File: config.mk
export PLATFORM = sky130hd
export DESIGN_NAME = mips_imem_loader_flat
export DESIGN_NICKNAME = d
export VERILOG_FILES = /design/src/rtl/mips_imem_loader_if.sv /design/src/rtl/mips_imem_loader.sv /design/src/flat_wrapper.sv
export SDC_FILE = /design/constraint.sdc
export NUM_CORES = 1
export LEC_CHECK = 0
export CORE_UTILIZATION = 33
export DETAILED_ROUTE_END_ITERATION = 12
export PLACE_DENSITY = 0.48
export SETUP_SLACK_MARGIN = 0.05
export SLEW_MARGIN = 20
export SYNTH_ARGS = -nofsm -noshare
export SYNTH_HDL_FRONTEND = slang
export SYNTH_SLANG_ARGS = --single-unit
File: constraint.sdc
create_clock -name clk -period 7.75 [get_ports clk]
set_input_delay 1.1625 -clock clk [delete_from_list [all_inputs] [get_ports clk]]
set_output_delay 1.1625 -clock clk [all_outputs]
set_load 0.01 [all_outputs]
File: src/rtl/mips_imem_loader_if.sv
// mips_imem_loader_if: connects the boot-image source to the instruction-memory loader.
//   Byte stream : in_data, in_valid (driven by the source), in_ready (driven by the loader)
//   Control     : start (source requests a reload)
//   RAM write   : wr_en, wr_addr, wr_data (loader drives the instruction RAM)
//   Status      : cpu_rst, done, err (loader drives these)
//   Modports    : master = image source / host side, slave = loader side
interface mips_imem_loader_if #(
  parameter int Data_Width = 32,
  parameter int AW         = 10
);
  logic [7:0]            in_data;
  logic                  in_valid;
  logic                  in_ready;
  logic                  start;
  logic                  wr_en;
  logic [AW-1:0]         wr_addr;
  logic [Data_Width-1:0] wr_data;
  logic                  cpu_rst;
  logic                  done;
  logic                  err;

  modport master (
    output in_data, in_valid, start,
    input  in_ready, wr_en, wr_addr, wr_data, cpu_rst, done, err
  );

  modport slave (
    input  in_data, in_valid, start,
    output in_ready, wr_en, wr_addr, wr_data, cpu_rst, done, err
  );
endinterface

File: src/rtl/mips_imem_loader.sv
// mips_imem_loader: boot loader for the single-cycle MIPS core.
// Receives a byte stream (2-byte big-endian word count N, then N*4 bytes),
// assembles big-endian 32-bit words and writes them to consecutive word
// addresses of instruction RAM. The core is held in reset until the image is in.
// Ports:
//   clk       rising-edge clock
//   rst       asynchronous active-high reset
//   bus.slave in_data/in_valid/in_ready byte stream, start reload request,
//             wr_en/wr_addr/wr_data RAM write port, cpu_rst/done/err status
module mips_imem_loader #(
  parameter int Data_Width = 32,
  parameter int AW         = 10
) (
  input  logic                clk,
  input  logic                rst,
  mips_imem_loader_if.slave   bus
);

  typedef enum logic [2:0] {
    HDR_HI = 3'd0,
    HDR_LO = 3'd1,
    DATA   = 3'd2,
    DONE   = 3'd3,
    ERR    = 3'd4
  } state_t;

  // RAM depth in words, widened so a 16-bit count can be compared against it.
  localparam logic [16:0] Depth = 17'd1 << AW;

  state_t                state_r;
  logic [1:0]            byte_idx_r;
  logic [16:0]           word_cnt_r;
  logic [7:0]            n_hi_r;
  logic [15:0]           n_words_r;
  logic [23:0]           asm_r;       // first three bytes of the word in progress
  logic                  wr_en_r;
  logic [AW-1:0]         wr_addr_r;
  logic [Data_Width-1:0] wr_data_r;
  logic                  cpu_rst_r;
  logic                  done_r;
  logic                  err_r;
  logic                  in_ready_r;
  logic                  accept_s;
  logic [15:0]           n_hdr_s;

  assign accept_s = bus.in_valid && in_ready_r;
  assign n_hdr_s  = {n_hi_r, bus.in_data};

  // Loader state machine, word assembly and RAM write port.
  always_ff @(posedge clk or posedge rst) begin
    if (rst) begin
      state_r    <= HDR_HI;
      byte_idx_r <= 2'd0;
      word_cnt_r <= 17'd0;
      n_hi_r     <= 8'd0;
      n_words_r  <= 16'd0;
      asm_r      <= 24'd0;
      wr_en_r    <= 1'b0;
      wr_addr_r  <= '0;
      wr_data_r  <= '0;
      cpu_rst_r  <= 1'b1;
      done_r     <= 1'b0;
      err_r      <= 1'b0;
      in_ready_r <= 1'b1;
    end else begin
      wr_en_r   <= 1'b0;
      // Follows the state with one edge of delay, so the final write lands
      // before the core leaves reset.
      cpu_rst_r <= (state_r != DONE);
      // Advance the address on the edge after each write strobe.
      if (wr_en_r) begin
        wr_addr_r <= wr_addr_r + {{(AW-1){1'b0}}, 1'b1};
      end
      case (state_r)
        HDR_HI: begin
          if (accept_s) begin
            n_hi_r  <= bus.in_data;
            state_r <= HDR_LO;
          end
        end
        HDR_LO: begin
          if (accept_s) begin
            n_words_r <= n_hdr_s;
            if (n_hdr_s == 16'd0) begin
              state_r    <= DONE;
              done_r     <= 1'b1;
              in_ready_r <= 1'b0;
            end else if ({1'b0, n_hdr_s} > Depth) begin
              state_r    <= ERR;
              err_r      <= 1'b1;
              in_ready_r <= 1'b0;
            end else begin
              state_r <= DATA;
            end
          end
        end
        DATA: begin
          if (accept_s) begin
            asm_r      <= {asm_r[15:0], bus.in_data};
            byte_idx_r <= byte_idx_r + 2'd1;
            if (byte_idx_r == 2'd3) begin
              wr_en_r    <= 1'b1;
              wr_data_r  <= {asm_r, bus.in_data};
              word_cnt_r <= word_cnt_r + 17'd1;
              // Last word of the image: finish on the same edge as the write.
              if (word_cnt_r + 17'd1 == {1'b0, n_words_r}) begin
                state_r    <= DONE;
                done_r     <= 1'b1;
                in_ready_r <= 1'b0;
              end
            end
          end
        end
        DONE, ERR: begin
          if (bus.start) begin
            state_r    <= HDR_HI;
            wr_addr_r  <= '0;
            byte_idx_r <= 2'd0;
            word_cnt_r <= 17'd0;
            done_r     <= 1'b0;
            err_r      <= 1'b0;
            in_ready_r <= 1'b1;
          end
        end
        default: begin
          state_r    <= ERR;
          err_r      <= 1'b1;
          done_r     <= 1'b0;
          in_ready_r <= 1'b0;
        end
      endcase
    end
  end

  assign bus.in_ready = in_ready_r;
  assign bus.wr_en    = wr_en_r;
  assign bus.wr_addr  = wr_addr_r;
  assign bus.wr_data  = wr_data_r;
  assign bus.cpu_rst  = cpu_rst_r;
  assign bus.done     = done_r;
  assign bus.err      = err_r;

endmodule

File: src/flat_wrapper.sv
// flat-port wrapper written by rule: the top's interface ports become plain ports
module mips_imem_loader_flat 
#(
  parameter int Data_Width = 32,
  parameter int AW         = 10
)
  (clk, rst, bus_in_data, bus_in_valid, bus_start, bus_in_ready, bus_wr_en, bus_wr_addr, bus_wr_data, bus_cpu_rst, bus_done, bus_err);
  mips_imem_loader_if #(.Data_Width(Data_Width), .AW(AW)) bus_i ();
  input  logic clk;
  input  logic rst;
  input wire logic [$bits(bus_i.in_data)-1:0] bus_in_data;
  input wire logic [$bits(bus_i.in_valid)-1:0] bus_in_valid;
  input wire logic [$bits(bus_i.start)-1:0] bus_start;
  output wire logic [$bits(bus_i.in_ready)-1:0] bus_in_ready;
  output wire logic [$bits(bus_i.wr_en)-1:0] bus_wr_en;
  output wire logic [$bits(bus_i.wr_addr)-1:0] bus_wr_addr;
  output wire logic [$bits(bus_i.wr_data)-1:0] bus_wr_data;
  output wire logic [$bits(bus_i.cpu_rst)-1:0] bus_cpu_rst;
  output wire logic [$bits(bus_i.done)-1:0] bus_done;
  output wire logic [$bits(bus_i.err)-1:0] bus_err;
  assign bus_i.in_data = bus_in_data;
  assign bus_i.in_valid = bus_in_valid;
  assign bus_i.start = bus_start;
  assign bus_in_ready = bus_i.in_ready;
  assign bus_wr_en = bus_i.wr_en;
  assign bus_wr_addr = bus_i.wr_addr;
  assign bus_wr_data = bus_i.wr_data;
  assign bus_cpu_rst = bus_i.cpu_rst;
  assign bus_done = bus_i.done;
  assign bus_err = bus_i.err;
  mips_imem_loader #(.Data_Width(Data_Width), .AW(AW)) u_core (.clk(clk), .rst(rst), .bus(bus_i));
endmodule
==> reports/qor.yml, run 1 <==
run_status:
  outcome: "complete, no violations"
detailed_routing:
  drtIter0Drc: 353
  drc: 0
  detail_route.wl_per_cell_microns: 15.80
  first_pass_iters: 4
  viasPerCell: 4.942
  vias: 4245
  wirelength_microns: 13570
  drtAntennaViolNets: 0
power_and_ir_drop:
  ir_drop_uv: 140.8
  power_density_nw_per_um2: 209.6
  leakage_nw: 3.201
setup_path:
  end_kind: "flip-flop"
  cp.arrival_ns: 3.60
  crit_path_start_kind: "input port"
  worst-path-max-fanout: 30
  path_class: "in -> reg"
  required_ns: 8.10
grt:
  first_global_vias: 4236
  grt_pass1_wl_microns: 22400
  overflow: 0
  grt_max_degree: 65
  track_usage_pct: 16.59
  antenna_found_initial: 0
sta:
  setup_viol: 0
  setup_slack_ns: 4.498
  tns_ns: 0
  fin_skew_ns: 0.01973
  finalHoldViolCount: 0
  worst_slew_pin_slew_ns: 0.8009
  slew_headroom_pct: 46.46
  fmaxAchievable_ghz: 0.3075
  slew_viol_final: 0
  min_period_ns: 3.252
  rsz0062_at_grt: "no"
  fin_crit_sh_pct: 41.96
cts:
  cts.path.max_buffers: 2
  cts_setup_buffers: 0
  path_clk_slew_ns: 0.06
  root_buffer: "clkbuf_16"
  cts_buffers: 17
  clock_latency_ns: 0.42
  ctsResizeCount: 0
  cts_tree: "yes"
  cts.sinks: 117
  h-tree-depth: 4
  cts_hold_buf: 0
synthesis:
  ys.warnings.count: 0
  synthCells: 572
  synth_seq_cells: 117
  synthArstFlopShare_pct: 100.0
  syn-num-nets: 587
  ys_types: 50
  synth_area_sq_um: 5555
  synth-edff-count: 0
  synth_flop_cell: "dfrtp_1"
  ys_seq_area_share_pct: 52.75
  syn_area_per_cell_sq_um: 9.712
finish:
  stdcell_count: 859
  antenna_cells: 0
  syn_to_final_growth_pct: 25.38
  fin_nets: 641
  layout_common_cells: "nand2_1, dfrtp_1, clkdlybuf4s50_1"
  final_common_cell: "nand2_1"
  layout-drive-gt1-share_pct: 14.87
  fillers: 1586
  post-route-util_pct: 42.15
placement:
  pre_cts_slack_ns: 4.053
  dpl.hpwl_microns: 9029
  routabilityCongestion: 0.8628
  dpl.cell_count: 827
  port-buffer-count: 58
die:
  die_y_microns: 131.7
  die_x_microns: 131.7
  row_count: 47
  start_util_pct: 33.62
  ios: 59
  dieArea_sq_um: 17360
  core_sq_um: 16520
run:
  drv_cap: 0
worst_hold_path:
  hold_path_class: "reg -> reg"
-- per-layer routing --
layer	part of all wire [%]	up-vias	global-route usage [%]	wire [microns]
met1	48	2066	22.24	6485
met4	1.3	0	6.848	176
li1	-	2072	-	-
met3	4.7	10	4.614	639
met5	0	-	0	0
met2	46	97	25.22	6271
-- where the power goes --
| group | internal [W] | leakage, nW | switching [W] |
|---|---|---|---|
| sequential | 0.000611 | 1.58 | 0 |
| clock | 0.000540 | 0.298 | 0.000286 |
| combinational | 0.00000577 | 1.33 | 0.0000171 |
| total | 0.00116 | 3.20 | 0.000303 |
-- worst max-delay path, cell delays in order --
cell	delay (ns)
clkdlybuf4s50_1	0.56
nand2_1	0.15
nor2_1	0.20
and2_1	0.17
buf_4	0.34
nand2_1	0.12
clkinv_1	0.29
buf_4	0.39
nand2_1	0.12
nand2_1	0.07
-- per-stage QoR --
| stage | total power (W) | area [sq um] | hold WS (ns) |
|---|---|---|---|
| floorplan | 0.0006321 | 5555 | 0.4348 |
| global placement | 0.0006464 | 6337 | 0.4490 |
| detailed placement | 0.0006465 | 6337 | 0.4551 |
| CTS | 0.001484 | 6965 | 0.4650 |
| global route | 0.001511 | 6965 | 0.4853 |
| finish | 0.001460 | 6965 | 0.4601 |
-- kinds of logic after synthesis --
kind of cell | count (synthesis) | synth area share, %
AND/OR/NAND/NOR | 261 | 21.33
flip-flops | 117 | 52.75
AO/OA/AOI/OAI | 77 | 8.198
multiplexers | 51 | 10.29
buffers and inverters | 37 | 2.658
XOR/XNOR | 26 | 4.099
adder cells (fa/ha/maj) | 3 | 0.6757
-- cell type report --
class	count	area, sq um	share of cell area, %
inverters	9	36.28	0.5209
clock inverters	11	147.6	2.120
flip-flops and latches	117	2930	42.07
well taps	220	275.3	3.952
repair buffers	63	618.1	8.874
multi-input cells	418	2477	35.57
clock buffers	21	480.5	6.898
-- cells in the mapped netlist, types with 2 or more instances --
| cell type | count | area share, % |
|---|---|---|
| a21oi_1 | 15 | 1.4 |
| nor3_1 | 11 | 0.99 |
| xor2_1 | 13 | 2.0 |
| ha_1 | 3 | 0.68 |
| inv_1 | 8 | 0.54 |
| nor2_1 | 46 | 3.1 |
| mux2i_1 | 2 | 0.36 |
| nand3b_1 | 2 | 0.27 |
| a31oi_1 | 4 | 0.45 |
| o21ai_0 | 34 | 3.1 |
| and3_1 | 7 | 0.79 |
| nand3_1 | 10 | 0.90 |
| xnor2_1 | 13 | 2.0 |
| a221oi_1 | 2 | 0.32 |
| nor2b_1 | 4 | 0.45 |
| or3_1 | 3 | 0.34 |
| clkbuf_1 | 23 | 1.6 |
| nand2b_1 | 5 | 0.56 |
| dfstp_2 | 2 | 0.95 |
| nand2_1 | 141 | 9.5 |
| o211ai_1 | 2 | 0.27 |
| mux2_2 | 49 | 9.9 |
| buf_2 | 4 | 0.36 |
| or2_2 | 2 | 0.23 |
| o22ai_1 | 4 | 0.45 |
| nor4_1 | 5 | 0.56 |
| nand4_1 | 13 | 1.5 |
| o31ai_1 | 5 | 0.68 |
| a211oi_1 | 2 | 0.27 |
| and2_1 | 2 | 0.23 |
| and4_1 | 3 | 0.47 |
| dfrtp_1 | 115 | 52 |
-- registers in the layout, summed over array words and instances, names as in the netlist --
register,flops
u_core.bus.wr_data,32
u_core.bus.in_ready,1
u_core.bus.wr_addr,10
u_core.n_words_r,16
u_core.bus.done,1
u_core.bus.cpu_rst,1
u_core.n_hi_r,8
u_core.state_r,3
u_core.byte_idx_r,2
u_core.word_cnt_r,17
u_core.bus.err,1
u_core.asm_r,24
u_core.bus.wr_en,1
-- worst paths after layout --
check,start,endpoint,slack [ns],cells past startpoint
max,bus_in_valid,u_core.bus.wr_data[0],4.50,10
min,u_core.asm_r[18],u_core.bus.wr_data[26],0.46,2
max reg2reg,u_core.word_cnt_r[3],u_core.bus.done,4.87,7
min reg2reg,u_core.asm_r[18],u_core.bus.wr_data[26],0.46,2
max in group asynchronous,rst,u_core.n_words_r[12],5.32,3
min in group asynchronous,rst,u_core.bus.wr_addr[7],1.24,2
No activity file was read; power rests on OpenSTA's default activity.
==> run 2, diff against run 1 <==
==> constraint.sdc (replaced) <==
create_clock -name clk -period 3.26 [get_ports clk]
set_input_delay 0.489 -clock clk [delete_from_list [all_inputs] [get_ports clk]]
set_output_delay 0.489 -clock clk [all_outputs]
set_load 0.01 [all_outputs]
==> reports/qor.yml, run 2 (synthesized netlist as in run 1, its figures left out) <==
setup_path:
  worst-r2r-setup-slack_ns: 0.43  # was 4.87 ns
  required_ns: 3.60  # was 8.10 ns
  end_kind: "flip-flop"  # unchanged
  crit_path_start_kind: "flip-flop"  # was input port
  cp.arrival_ns: 3.16  # was 3.60 ns
  worst-path-max-fanout: 10  # was 30
  path_class: "reg -> reg"  # was in -> reg
placement:
  port-buffer-count: 58  # unchanged
  routabilityCongestion: 0.8557  # was 0.8628
  dpl.cell_count: 830  # was 827
  dpl.hpwl_microns: 9250  # was 9029 microns
  placedInstanceArea_sq_um: 6399  # was 6337 sq um
power_and_ir_drop:
  seq_power_share_pct: 41.7  # was 41.9%
  internal_power_w: 0.002781  # was 0.001157 W
  ir_drop_uv: 340.8  # was 140.8 uV
  power_density_nw_per_um2: 496.8  # was 209.6 nW/um^2
  p_switching_w: 0.0007029  # was 0.0003035 W
  combinationalPowerShare_pct: 1.8  # was 1.6%
  pwr-share-clk_pct: 56.5  # was 56.6%
  finalPower_w: 0.003484  # was 0.001460 W
  leakage_nw: 3.209  # was 3.201 nW
  swShare_pct: 20.17  # was 20.78%
die:
  die_y_microns: 131.7  # unchanged
  start_util_pct: 33.62  # unchanged
  core_sq_um: 16520  # unchanged
  row_count: 47  # unchanged
  ios: 59  # unchanged
  dieArea_sq_um: 17360  # unchanged
  die_x_microns: 131.7  # unchanged
cts:
  path_clk_slew_ns: 0.05  # was 0.06 ns
  h-tree-depth: 4  # unchanged
  root_buffer: "clkbuf_16"  # unchanged
  clock_latency_ns: 0.42  # about the same
  ctsResizeCount: 0  # unchanged
  cts_buffers: 17  # unchanged
  cts_hold_buf: 0  # unchanged
  cts_setup_buffers: 0  # unchanged
  cts_tree: "yes"  # unchanged
  cts.sinks: 117  # unchanged
  cts.path.max_buffers: 2  # unchanged
sta:
  slew_viol_final: 0  # unchanged
  finalHoldViolCount: 0  # unchanged
  fin_skew_ns: 0.007112  # was 0.01973 ns
  fmaxAchievable_ghz: 0.3535
  rsz0062_at_grt: "no"  # unchanged
  worst_slew_pin_slew_ns: 0.8393  # was 0.8009 ns
  fin_crit_sh_pct: 86.77
  min_period_ns: 2.829
  setup_viol: 0  # unchanged
  slew_headroom_pct: 43.93  # was 46.46%
  tns_ns: 0  # unchanged
grt:
  overflow: 0  # unchanged
  track_usage_pct: 17.03  # was 16.59%
  antenna_found_initial: 0  # unchanged
  grt_max_degree: 51  # was 65
  grt_pass1_wl_microns: 22750  # was 22400 microns
  first_global_vias: 4286  # was 4236
finish:
  syn_to_final_growth_pct: 26.24  # was 25.38%
  antenna_cells: 0  # unchanged
  final_common_cell: "nand2_1"  # unchanged
  fillers: 1570  # was 1586
  fin_nets: 644  # was 641
  regArea_sq_um: 2930  # unchanged
  largest_reg_flops: 32  # unchanged
  layout_common_cells: "nand2_1, dfrtp_1, clkdlybuf4s50_1"  # unchanged
  fin_area_sq_um: 7013  # was 6965 sq um
  layout-drive-gt1-share_pct: 14.53  # was 14.87%
  stdcell_count: 860  # was 859
  multi_input_area_sq_um: 2477  # unchanged
worst_hold_path:
  hold_path_class: "reg -> reg"  # unchanged
detailed_routing:
  drtAntennaViolNets: 0  # unchanged
  viasPerCell: 5.031  # was 4.942
  first_pass_iters: 4  # unchanged
  vias: 4327  # was 4245
  drc: 0  # unchanged
  wirelength_microns: 13970  # was 13570 microns
  detail_route.wl_per_cell_microns: 16.24  # was 15.80 microns
  drtIter0Drc: 194  # was 353
run:
  drv_cap: 0  # unchanged
run_status:
  outcome: "complete, no violations"  # unchanged
run 2: changes by cell type in the layout (fill, tap and decap cells not counted):
cell and delta:
inv_6 -1, clkbuf_8 -2, clkbuf_1 +3, bufinv_16 +1, clkinv_2 -2, clkinv_4 -1
clkinvlp_4 +1, inv_4 -1, buf_12 +3
run 2: path summary, 6_finish.rpt:
check                                startpoint                      to  cells after the start
min reg2reg                    u_core.asm_r[20]  u_core.bus.wr_data[28]                      2
min                            u_core.asm_r[20]  u_core.bus.wr_data[28]                      2
max                        u_core.word_cnt_r[3]         u_core.bus.done                      8
max reg2reg                u_core.word_cnt_r[3]         u_core.bus.done                      8
min in group asynchronous                   rst  u_core.bus.wr_data[14]                      2
max in group asynchronous                   rst        u_core.n_hi_r[4]                      3
run 2: power by group through the flow:
stage	Combinational [W]	Sequential (W)	Clock (W)
after global routing	0.0000695	0.00145	0.00208
final	0.0000617	0.00145	0.00197
after CTS	0.0000655	0.00145	0.00201
after global placement	0.0000651	0.00148	0
after floorplan	0.0000241	0.00148	0
after detailed placement	0.0000653	0.00148	0
run 2: final cells by class:
cell class | instances | area share (%)
tap | 220 | 3.925
multi-input combinational | 418 | 35.33
inverter | 9 | 0.5352
sequential | 117 | 41.78
clock buffer | 22 | 6.619
timing repair buffer | 66 | 9.670
clock inverter | 8 | 2.141
run 2: layer usage:
metal / GRT usage, % / part of all wire [%]
met5: 0 / 0
met1: 22.09 / 47
met2: 27.25 / 47
met4: 6.525 / 1.4
met3: 4.421 / 4.1
run 2: critical path, cell delays in order, from the launching register on:
cell,delay [ns]
dfrtp_1,0.49
nand4_1,0.37
buf_4,0.29
or4_1,0.39
o22ai_1,0.13
nor4b_2,0.29
nand4_1,0.23
or3_1,0.41
a21oi_1,0.14
run 2: stage by stage:
stage / hold WS [ns] / utilization [%] / setup WS (ns)
final: 0.4608 / 42.44 / 0.4314
after floorplan: 0.4348 / - / 1.036
after global placement: 0.4511 / 38.72 / 0.4550
after global routing: 0.5027 / 42.44 / 0.3261
after CTS: 0.4693 / 42.44 / 0.4728
after detailed placement: 0.4552 / 38.72 / 0.4953
